`src/rtl/seg_7_display_ctrl.sv`:
```
// Seven-segment display controller: serial double-dabble binary-to-BCD
// conversion, leading-zero blanking, minus-sign placement, overflow
// flagging, plus a parallel segment bus and a multiplexed scan output.
module seg_7_display_ctrl #(
  parameter int DIGITS   = 6,
  parameter int WIDTH    = 20,
  parameter int SCAN_DIV = 50000
) (
  input  logic                  i_sys_clk,
  input  logic                  i_sys_rst,
  input  logic [WIDTH-1:0]      i_number,
  input  logic                  i_minus_sign,
  input  logic                  i_load,
  output logic                  o_busy,
  output logic                  o_done,
  output logic                  o_overflow,
  output logic [7*DIGITS-1:0]   o_seg,
  output logic [DIGITS-1:0]     o_sel,
  output logic [6:0]            o_seg_scan
);

  localparam int BCDW = 4 * DIGITS;
  localparam int CNTW = $clog2(WIDTH + 1);
  localparam int SCW  = $clog2(SCAN_DIV);
  localparam int IDXW = $clog2(DIGITS);

  localparam logic [SCW-1:0]  SCAN_LAST = SCW'(SCAN_DIV - 1);
  localparam logic [IDXW-1:0] IDX_LAST  = IDXW'(DIGITS - 1);

  localparam logic [1:0] S_IDLE = 2'd0;
  localparam logic [1:0] S_CONV = 2'd1;
  localparam logic [1:0] S_FMT  = 2'd2;

  localparam logic [6:0] SEG_MINUS = 7'b0111111;
  localparam logic [6:0] SEG_BLANK = 7'b1111111;

  // Active-low {g,f,e,d,c,b,a} pattern for a single BCD digit.
  function automatic logic [6:0] digitToSeg(input logic [3:0] d);
    case (d)
      4'd0:    return 7'b1000000;
      4'd1:    return 7'b1111001;
      4'd2:    return 7'b0100100;
      4'd3:    return 7'b0110000;
      4'd4:    return 7'b0011001;
      4'd5:    return 7'b0010010;
      4'd6:    return 7'b0000010;
      4'd7:    return 7'b1111000;
      4'd8:    return 7'b0000000;
      4'd9:    return 7'b0010000;
      default: return SEG_BLANK;
    endcase
  endfunction

  logic [1:0]          r_state;
  logic [WIDTH-1:0]    r_bin;
  logic [BCDW-1:0]     r_bcd;
  logic                r_minus;
  logic                r_ovfSticky;
  logic [CNTW-1:0]     r_bitCount;
  logic [7*DIGITS-1:0] r_seg;
  logic                r_overflow;
  logic                r_done;

  logic [SCW-1:0]      r_scanCount;
  logic [IDXW-1:0]     r_scanIdx;
  logic [DIGITS-1:0]   r_sel;
  logic [6:0]          r_segScan;

  logic [BCDW-1:0]     w_bcdAdj;
  logic [7*DIGITS-1:0] w_segFmt;
  logic                w_ovfFmt;
  logic                w_nonZero;
  int                  w_msd;
  logic                w_scanWrap;
  logic [IDXW-1:0]     w_scanIdxNext;

  // Add-3 correction of every BCD nibble that would reach 10 or more after the shift.
  always_comb begin
    w_bcdAdj = r_bcd;
    for (int i = 0; i < DIGITS; i++) begin
      if (r_bcd[4*i +: 4] >= 4'd5) begin
        w_bcdAdj[4*i +: 4] = r_bcd[4*i +: 4] + 4'd3;
      end
    end
  end

  // Build the display image from the finished BCD value: blanking, sign, overflow.
  always_comb begin
    w_msd     = 0;
    w_nonZero = 1'b0;
    for (int i = 0; i < DIGITS; i++) begin
      if (r_bcd[4*i +: 4] != 4'd0) begin
        w_msd     = i;
        w_nonZero = 1'b1;
      end
    end
    w_ovfFmt = r_ovfSticky || (r_minus && w_nonZero && (w_msd == DIGITS - 1));
    w_segFmt = {DIGITS{SEG_BLANK}};
    if (w_ovfFmt) begin
      w_segFmt = {DIGITS{SEG_MINUS}};
    end else if (!w_nonZero) begin
      w_segFmt[6:0] = digitToSeg(4'd0);
    end else begin
      for (int i = 0; i < DIGITS; i++) begin
        if (i <= w_msd) begin
          w_segFmt[7*i +: 7] = digitToSeg(r_bcd[4*i +: 4]);
        end else if (r_minus && (i == w_msd + 1)) begin
          w_segFmt[7*i +: 7] = SEG_MINUS;
        end
      end
    end
  end

  // Conversion state machine: capture on load, one shift per clock, then publish.
  always_ff @(posedge i_sys_clk) begin
    if (i_sys_rst) begin
      r_state     <= S_IDLE;
      r_bin       <= '0;
      r_bcd       <= '0;
      r_minus     <= 1'b0;
      r_ovfSticky <= 1'b0;
      r_bitCount  <= '0;
      r_seg       <= {DIGITS{SEG_BLANK}};
      r_overflow  <= 1'b0;
      r_done      <= 1'b0;
    end else begin
      r_done <= 1'b0;
      case (r_state)
        S_IDLE: begin
          if (i_load) begin
            r_bin       <= i_number;
            r_minus     <= i_minus_sign;
            r_bcd       <= '0;
            r_ovfSticky <= 1'b0;
            r_bitCount  <= CNTW'(WIDTH);
            r_state     <= S_CONV;
          end
        end
        S_CONV: begin
          r_bcd <= {w_bcdAdj[BCDW-2:0], r_bin[WIDTH-1]};
          r_bin <= {r_bin[WIDTH-2:0], 1'b0};
          if (w_bcdAdj[BCDW-1]) begin
            r_ovfSticky <= 1'b1;
          end
          r_bitCount <= r_bitCount - CNTW'(1);
          if (r_bitCount == CNTW'(1)) begin
            r_state <= S_FMT;
          end
        end
        S_FMT: begin
          r_seg      <= w_segFmt;
          r_overflow <= w_ovfFmt;
          r_done     <= 1'b1;
          r_state    <= S_IDLE;
        end
        default: r_state <= S_IDLE;
      endcase
    end
  end

  // Next scan position; computed ahead so sel/seg_scan move on the same edge as the index.
  always_comb begin
    w_scanWrap    = (r_scanCount == SCAN_LAST);
    w_scanIdxNext = r_scanIdx;
    if (w_scanWrap) begin
      w_scanIdxNext = (r_scanIdx == IDX_LAST) ? '0 : r_scanIdx + IDXW'(1);
    end
  end

  // Free-running digit scanner, independent of the conversion engine.
  always_ff @(posedge i_sys_clk) begin
    if (i_sys_rst) begin
      r_scanCount <= '0;
      r_scanIdx   <= '0;
      r_sel       <= ~DIGITS'(1);
      r_segScan   <= SEG_BLANK;
    end else begin
      r_scanCount <= w_scanWrap ? '0 : r_scanCount + SCW'(1);
      r_scanIdx   <= w_scanIdxNext;
      r_sel       <= ~(DIGITS'(1) << w_scanIdxNext);
      r_segScan   <= r_seg[7*int'(w_scanIdxNext) +: 7];
    end
  end

  assign o_busy     = (r_state != S_IDLE);
  assign o_done     = r_done;
  assign o_overflow = r_overflow;
  assign o_seg      = r_seg;
  assign o_sel      = r_sel;
  assign o_seg_scan = r_segScan;

endmodule

```
`config.mk`:
```
export PLATFORM = sky130hd
export DESIGN_NAME = seg_7_display_ctrl
export DESIGN_NICKNAME = d
export VERILOG_FILES = /design/src/rtl/seg_7_display_ctrl.sv
export SDC_FILE = /design/constraint.sdc
export NUM_CORES = 1
export LEC_CHECK = 0
export BUFFER_PORTS_ARGS = -buffer_cell sky130_fd_sc_hd__clkbuf_2
export CORE_MARGIN = 1.5
export CORE_UTILIZATION = 44
export DETAILED_ROUTE_END_ITERATION = 6
export GPL_TIMING_DRIVEN = 0
export PLACE_DENSITY = 0.65
export SLEW_MARGIN = 30
export SYNTH_ARGS = -nofsm -noshare
export SYNTH_HDL_FRONTEND = slang
export SYNTH_SLANG_ARGS = --single-unit
export TNS_END_PERCENT = 20
```
`constraint.sdc`:
```
create_clock -name i_sys_clk -period 2.6 [get_ports i_sys_clk]
set_clock_uncertainty 0.15 [all_clocks]
set_input_delay 0.52 -clock i_sys_clk [delete_from_list [all_inputs] [get_ports i_sys_clk]]
set_output_delay 0.52 -clock i_sys_clk [all_outputs]
set_load 0.01 [all_outputs]
```
==> results.json, run 1 <==
{
  "drive_gt1_share_pct": 20.4,
  "yosys_most_used_dff": "dfxtp_1",
  "yosys.area.top_type": "dfxtp_1",
  "avgViaCountPerCell": 5.55,
  "grt-ovfl-total": 0,
  "totalWireLength_um": 21500,
  "p_leak_nw": 4.27,
  "antenna_found_initial": 0,
  "place.gp.congestion": 0.939,
  "diodes": 0,
  "arrival_ps": 2650,
  "dp_hpwl_um": 15600,
  "mostFrequentLayoutCell": "dfxtp_1",
  "placed_area_um2": 8830,
  "core_area_um2": 18000,
  "die_w_um": 139,
  "avgSynthCellArea_um2": 8.93,
  "finalInstanceArea_um2": 9820,
  "ys_seq_elements": 171,
  "ys_seq_area_share_pct": 42.1,
  "io_pins": 82,
  "cts_buffers": 17,
  "crit_type": "reg -> reg",
  "firstDrtPassIters": 5,
  "hold_violations": 0,
  "cts.sinks": 171,
  "insertion_delay_ps": 440,
  "crit_path_start_kind": "register",
  "grt_util_met1_pct": 29.3,
  "worst_ir_drop_vdd_uv": 499,
  "die_h_um": 139,
  "cts_root_buf": "clkbuf_16",
  "async_flop_share_pct": 0,
  "dp_cells": 1221,
  "met3_usage_pct": 4.80,
  "period_share_pct": 96.7,
  "hold_class": "in -> reg",
  "critPathMaxFanout": 5,
  "htreeDepth": 4,
  "grt_pass1_wl_um": 34000,
  "port_buffers": 81,
  "synth_top_area_share_pct": 42.1,
  "cellPowerDensity_nw_per_um2": 581,
  "grt_use_total_pct": 22.0,
  "ant_nets": 0,
  "layout_min_cycle_time_ps": 2510,
  "holdWs_ps": 134,
  "synth_edf_count": 0,
  "cts_tree": "done",
  "syn_to_final_growth_pct": 20.7,
  "clk_pin_slew_ps": 70,
  "finalNonFillerCells": 1267,
  "fin_util_pct": 54.5,
  "final_cell_mix": "164 x dfxtp_1, 90 x nand2_1, 85 x clkbuf_2",
  "relSlewSlack_pct": 51.2,
  "crit_path_end_kind": "register",
  "grt_pass1_vias": 6430,
  "ys_types": 70,
  "required_ps": 2740,
  "ys_warn_count": 0,
  "top_usage_layer": "met2",
  "clock_tree.buffer_depth": 2,
  "status": "complete, no violations",
  "maxSlewViolCount": 0,
  "grtUsageMet2_pct": 35.0,
  "syn_nets": 985,
  "rsz0062_at_grt": "yes",
  "placementRows": 49,
  "dr.first_iter.drc_count": 500,
  "synth_area_um2": 8140,
  "grt_start_max_net_pins": 18,
  "synthTopCellsByArea": "dfxtp_1 42%, ha_1 7.7%, nand2_1 4.2%",
  "maxCapViolations": 0,
  "nets": 1099,
  "wire_per_inst_um": 17.0,
  "fmax_mhz": 398,
  "vias": 7037,
  "drcViolationCount": 0,
  "syn-instance-count": 911,
  "worst_pin_slew_ps": 731,
  "setup_viol": 0,
  "initial_core_util_pct": 45.2,
  "die-area_um2": 19300
}
[metrics by stage]
stage          TNS, ps  power [mW]  worst slack, ps
6_report             0        5.71             86.6
5_1_grt           -152        5.88            -59.2
4_1_cts          -53.9        5.71            -40.5
3_5_place_dp    -56430        3.05            -1120
3_3_place_gp    -55510        3.05            -1100
2_1_floorplan        0        2.94             6.07
[critical path, cell delays in order, from the launching register on]
cell      delay (ps)
dfxtp_1          370
inv_2            110
ha_1             140
or3b_2           520
nor4_4           420
buf_4            190
nand2_1           70
mux2i_1          270
o221ai_1         130
[routing by layer]
layer / vias up / share of wire, %
met5: - / 0
met1: 3246 / 46
met3: 42 / 5.9
met4: 0 / 2.5
li1: 3510 / -
met2: 239 / 46
[cells in the mapped netlist (all sizes together) (3+ instances only)]
master     n
a211oi     6
a21o       6
a21oi     34
a221oi     7
a222oi    17
a22o       7
a22oi     15
a2bb2oi    3
a311oi     4
a32oi      3
and2       9
and3       5
and3b      3
buf       10
clkbuf    33
dfxtp    171
ha        50
inv       72
mux2i     17
mux4       4
nand2     91
nand2b     5
nand3     31
nand3b     4
nand4      6
nand4bb    4
nor2      56
nor2b     16
nor3      11
nor3b     10
nor4       5
o2111ai    3
o211ai    10
o21a      13
o21ai     71
o21bai     3
o221ai     3
o22ai     34
o31ai      4
or2        5
or3        3
or3b       5
xnor2     14
xor2       8
[report_power, final]
group | internal, mW | total, mW | leakage (nW) | switching (mW)
Combinational | 0.124 | 0.330 | 2.59 | 0.207
Sequential | 2.67 | 2.71 | 1.39 | 0.0383
Clock | 1.48 | 2.67 | 0.292 | 1.19
[cell type report]
cell class,instances,area (um^2)
Multi-Input combinational cell,625,4490
Sequential cell,171,3430
Timing Repair Buffer,97,526
Inverter,72,274
Clock inverter,13,175
Buffer,41,198
Clock buffer,19,443
Fill cell,1673,8200
Tap cell,229,287
[kinds of logic after synthesis]
group / count (synthesis) / share of synthesized area (%)
XOR/XNOR: 22 / 2.46
multiplexers: 21 / 3.20
adder cells (fa/ha/maj): 50 / 7.69
AND/OR/NAND/NOR: 272 / 17.5
flip-flops: 171 / 42.1
AO/OA/AOI/OAI: 260 / 21.6
buffers and inverters: 115 / 5.49
[what timing repair did]
action | 4_1_cts | 5_1_grt
hold buffers | 0 | 0
buffers inserted | 4 | 12
endpoints found under the setup margin | 109 | 87
pin swaps | 5 | 15
resized for setup | 31 | 50
[final timing paths]
path	start	end	slack (ps)	cells after the start
max	r_bcd[8]	o_seg[13]	90	8
min	i_number[7]	r_bin[7]	130	3
max reg2reg	r_bcd[8]	o_seg[13]	90	8
min reg2reg	register	o_seg[29]	290	2
Power figures use the tool's default switching activity.
==> run 2: changes to the inputs <==
Settings changed: ABC_AREA set to 1, CAP_MARGIN set to 20, PLACE_DENSITY 0.65 to 0.7.
==> results.json, run 2 <==
{
  "insertion_delay_ps": 430,
  "relSlewSlack_pct": 52.1,
  "async_flop_share_pct": 0,
  "ant_nets": 0,
  "p_leak_nw": 4.49,
  "die_w_um": 140,
  "grt_start_max_net_pins": 17,
  "dp_cells": 1424,
  "nets": 1289,
  "period_share_pct": 93.1,
  "dp_hpwl_um": 15100,
  "hold_class": "in -> reg",
  "grt_util_met1_pct": 27.4,
  "synth_most_common_cell": "nand2_1",
  "synth_edf_count": 0,
  "cts_tree": "done",
  "maxSlewViolCount": 0,
  "port_buffers": 80,
  "hold_depth": 3,
  "yosys_most_used_dff": "dfxtp_1",
  "vias": 7361,
  "required_ps": 2760,
  "die-area_um2": 19600,
  "met3_usage_pct": 3.93,
  "avgSynthCellArea_um2": 7.41,
  "synth_area_um2": 8260,
  "crit_type": "reg -> reg",
  "total_power_mw": 5.65,
  "worst_ir_drop_vdd_uv": 429,
  "arrival_ps": 2580,
  "syn-instance-count": 1115,
  "mostFrequentLayoutCell": "nand2_1",
  "fin_util_pct": 52.7,
  "top_usage_layer": "met2",
  "cellPowerDensity_nw_per_um2": 588,
  "layout_min_cycle_time_ps": 2420,
  "cts_root_buf": "clkbuf_16",
  "cts.sinks": 171,
  "clock_tree.buffer_depth": 2,
  "grtUsageMet2_pct": 33.7,
  "syn_nets": 1189,
  "core_area_um2": 18200,
  "crit_path_end_kind": "register",
  "crit_path_start_kind": "register",
  "initial_core_util_pct": 45.4,
  "finalNonFillerCells": 1456,
  "htreeDepth": 4,
  "drive_gt1_share_pct": 17.0,
  "place.gp.congestion": 0.920,
  "syn_to_final_growth_pct": 16.2,
  "grt_pass1_wl_um": 32700,
  "grt_use_total_pct": 20.9,
  "yosys.area.top_type": "dfxtp_1",
  "ys_seq_area_share_pct": 41.4,
  "avgViaCountPerCell": 5.06,
  "dr.first_iter.drc_count": 417,
  "synthTopCellsByArea": "dfxtp_1 41%, nand2_1 14%, ha_1 7.6%",
  "final_cell_mix": "318 x nand2_1, 170 x dfxtp_1, 105 x inv_1",
  "firstDrtPassIters": 5,
  "grt_pass1_vias": 6698,
  "rsz0062_at_grt": "yes",
  "cts_buffers": 17,
  "holdBufCountCts": 0,
  "clk_pin_slew_ps": 70,
  "grt-ovfl-total": 0,
  "placed_area_um2": 8950,
  "critPathMaxFanout": 10,
  "reg2reg_depth": 12,
  "ys_seq_elements": 171,
  "totalWireLength_um": 19900,
  "antenna_found_initial": 0,
  "diodes": 0,
  "drcViolationCount": 0,
  "maxCapViolations": 0,
  "placementRows": 49,
  "fmax_mhz": 413,
  "io_pins": 82,
  "die_h_um": 140,
  "ys_types": 50,
  "wire_per_inst_um": 13.7,
  "status": "complete, no violations",
  "fin_tns_setup_ps": 0,
  "worst_pin_slew_ps": 719,
  "ys_warn_count": 0,
  "synthTopCellsByCount": "319 x nand2_1, 171 x dfxtp_1, 108 x inv_1",
  "synth_top_area_share_pct": 41.4,
  "hold_violations": 0,
  "finalInstanceArea_um2": 9600,
  "setup_viol": 0
}
-- run 2: area by class of cell --
class / count / area [um^2]
Multi-Input combinational cell: 786 / 4240
Clock buffer: 18 / 439
Tap cell: 229 / 287
Clock inverter: 13 / 158
Fill cell: 1739 / 8610
Sequential cell: 171 / 3420
Timing Repair Buffer: 81 / 408
Inverter: 123 / 465
Buffer: 35 / 185
-- run 2: per-stage QoR --
stage	setup WS, ps	hold slack, ps
3_5_place_dp	-181	284
2_1_floorplan	369	268
5_1_grt	-47.8	173
3_3_place_gp	-182	280
6_report	179	166
4_1_cts	70.4	161
-- run 2: power by group --
part	switching [mW]	total, mW	internal, mW	leakage [nW]
Clock	1.10	2.56	1.46	0.292
Combinational	0.256	0.374	0.118	2.81
Sequential	0.0380	2.72	2.68	1.39
Total	1.39	5.65	4.26	4.49
-- run 2: cells by family (layout without fill, tap and decap cells) --
logic type | Yosys count | after routing | share of synthesized area (%)
and+or+nand+nor | 549 | 549 | 29.6
AOI/OAI and AO/OA | 181 | 181 | 12.9
DFF | 171 | 171 | 41.4
buffers and inverters | 158 | 270 | 7.87
adders and majority gates | 50 | 50 | 7.57
xor gates and xnor gates | 6 | 6 | 0.636
-- run 2: final timing paths --
| check | startpoint | to | slack, ps |
|---|---|---|---|
| max reg2reg | r_state[1] | register | 180 |
| min | i_number[4] | r_bin[4] | 170 |
| min reg2reg | register | o_seg[40] | 300 |
| max | r_state[1] | register | 180 |
-- run 2: worst max-delay path: stages, from the launching register on --
cell and delay (ps):
dfxtp_1 310, inv_2 100, nand2_2 90, nor2_1 190, buf_2 300, nand2_1 110, o22ai_1 350, inv_1 150
ha_1 320, nand2_1 70, nand2_1 50, nand2_1 60, nand2_1 60
-- run 2: metal layers --
metal | share of wire (%) | wire length (um) | vias up
met5 | 0 | 0 | -
met4 | 2.7 | 540 | 0
met3 | 4.7 | 937 | 43
met2 | 45 | 9050 | 206
met1 | 47 | 9380 | 3267
li1 | - | - | 3845
-- run 2: repair_timing --
| action | 4_1_cts | 5_1_grt |
|---|---|---|
| buffers inserted | 0 | 1 |
| endpoints found under the hold margin | 0 | 0 |
| endpoints found under the setup margin | 0 | 22 |
| gates resized for setup | 0 | 21 |
==> run 3: changes to the inputs <==
Settings changed: CAP_MARGIN 20 to 25, MAX_ROUTING_LAYER set to met4.
==> results.json, run 3 (synthesis results as in run 2) <==
{
  "mostFrequentLayoutCell": "nand2_1",
  "p_seq_share_pct": 48.4,
  "clock_tree.buffer_depth": 2,
  "hold_violations": 0,
  "finalNonFillerCells": 1457,
  "maxCapViolations": 0,
  "final_cell_mix": "319 x nand2_1, 170 x dfxtp_1, 108 x inv_1",
  "period_share_pct": 94.7,
  "finalInstanceArea_um2": 9590,
  "die-area_um2": 19600,
  "p_leak_nw": 4.49,
  "setup_viol": 0,
  "firstDrtPassIters": 5,
  "power_switching_share_pct": 27.1,
  "cts_root_buf": "clkbuf_16",
  "grt_util_met1_pct": 27.4,
  "grtUsageMet2_pct": 35.0,
  "dp_cells": 1424,
  "critPathMaxFanout": 7,
  "syn_to_final_growth_pct": 16.1,
  "grt_pass1_wl_um": 33000,
  "placed_area_um2": 8950,
  "fmax_mhz": 406,
  "io_pins": 82,
  "status": "complete, no violations",
  "met3_usage_pct": 4.17,
  "nFillCells": 1749,
  "layout_min_cycle_time_ps": 2460,
  "worst_ir_drop_vdd_uv": 474,
  "ant_nets": 0,
  "die_h_um": 140,
  "htreeDepth": 4,
  "p_sw_mw": 1.52,
  "fin_util_pct": 52.7,
  "dr.first_iter.drc_count": 498,
  "diodes": 0,
  "cts_buffers": 17,
  "grt_start_max_net_pins": 20,
  "crit_type": "reg -> reg",
  "initial_core_util_pct": 45.4,
  "dp_hpwl_um": 15000,
  "place.gp.congestion": 0.923,
  "required_ps": 2780,
  "relSlewSlack_pct": 51.2,
  "insertion_delay_ps": 440,
  "grt_use_total_pct": 21.7,
  "wire_per_inst_um": 13.6,
  "arrival_ps": 2640,
  "cts.sinks": 171,
  "clk_pin_slew_ps": 70,
  "crit_path_end_kind": "register",
  "port_buffers": 80,
  "placementRows": 49,
  "totalWireLength_um": 19900,
  "p_int_mw": 4.10,
  "crit_path_start_kind": "register",
  "grt-ovfl-total": 0,
  "worst_pin_slew_ps": 732,
  "core_area_um2": 18200,
  "pwr-share-comb_pct": 6.7,
  "cts_tree": "done",
  "rsz0062_at_grt": "yes",
  "antenna_found_initial": 0,
  "drive_gt1_share_pct": 16.5,
  "nets": 1289,
  "top_usage_layer": "met2",
  "cellPowerDensity_nw_per_um2": 586,
  "avgViaCountPerCell": 4.96,
  "grt_pass1_vias": 6726,
  "vias": 7228,
  "maxSlewViolCount": 0,
  "hold_class": "in -> reg",
  "drcViolationCount": 0,
  "die_w_um": 140,
  "p_clk_share_pct": 44.9
}
[run 3: cell count changes in the layout (fill, tap and decap cells not counted), sizes merged]
cell      previous run  this run
clkinv               6         9
clkinvlp             1         0
bufinv               2         0
inv                127       128
[run 3: final timing paths]
| check | cells after the start | slack (ps) | start | end |
|---|---|---|---|---|
| max | 10 | 140 | r_state[0] | register |
| min | 3 | 170 | i_number[4] | r_bin[4] |
| max reg2reg | 10 | 140 | r_state[0] | register |
| min reg2reg | 2 | 300 | register | o_seg[17] |
[run 3: what timing repair did]
item,4_1_cts,5_1_grt
gates resized for setup,0,15
hold buffers,0,0
endpoints found under the setup margin,0,25
buffers inserted,0,1
[run 3: through the flow]
step	TNS, ps	hold WS [ps]	setup WS (ps)	power [mW]
6_report	0	170	137	5.62
4_1_cts	0	159	62.1	5.65
3_3_place_gp	-834	281	-172	3.14
2_1_floorplan	0	268	369	3.02
5_1_grt	-1.96	168	-1.96	5.81
3_5_place_dp	-732	283	-171	3.15
[run 3: layout make-up]
| class | instances | area, um^2 | share of cell area [%] |
|---|---|---|---|
| clock inverters | 14 | 175 | 1.83 |
| multi-input cells | 786 | 4220 | 44.0 |
| plain buffers | 35 | 185 | 1.93 |
| flip-flops and latches | 171 | 3420 | 35.7 |
| well taps | 229 | 287 | 2.99 |
| clock buffers | 18 | 429 | 4.47 |
| repair buffers | 81 | 408 | 4.25 |
| inverters | 123 | 465 | 4.85 |
[run 3: per-layer routing]
metal / share of wire (%) / vias up
met4: 1.7 / 0
met5: 0 / -
met1: 48 / 3167
met3: 4.9 / 28
li1: - / 3833
met2: 46 / 200
[run 3: power groups by stage]
stage               Combinational [mW]  Clock [mW]  Sequential, mW
global placement                 0.367           0            2.78
global route                     0.420        2.67            2.73
detailed placement               0.372           0            2.78
finish                           0.378        2.52            2.72
CTS                              0.374        2.56            2.72
floorplan                        0.247           0            2.77
[run 3: critical path: stages, from the launching register on]
cell and delay [ps]:
dfxtp_1 390, inv_2 70, nand3_4 120, nand2_2 100
nor2_1 480, a21boi_1 340, ha_1 400, nand2_1 80
o21ai_0 90, nand2_1 80, nand2_1 50
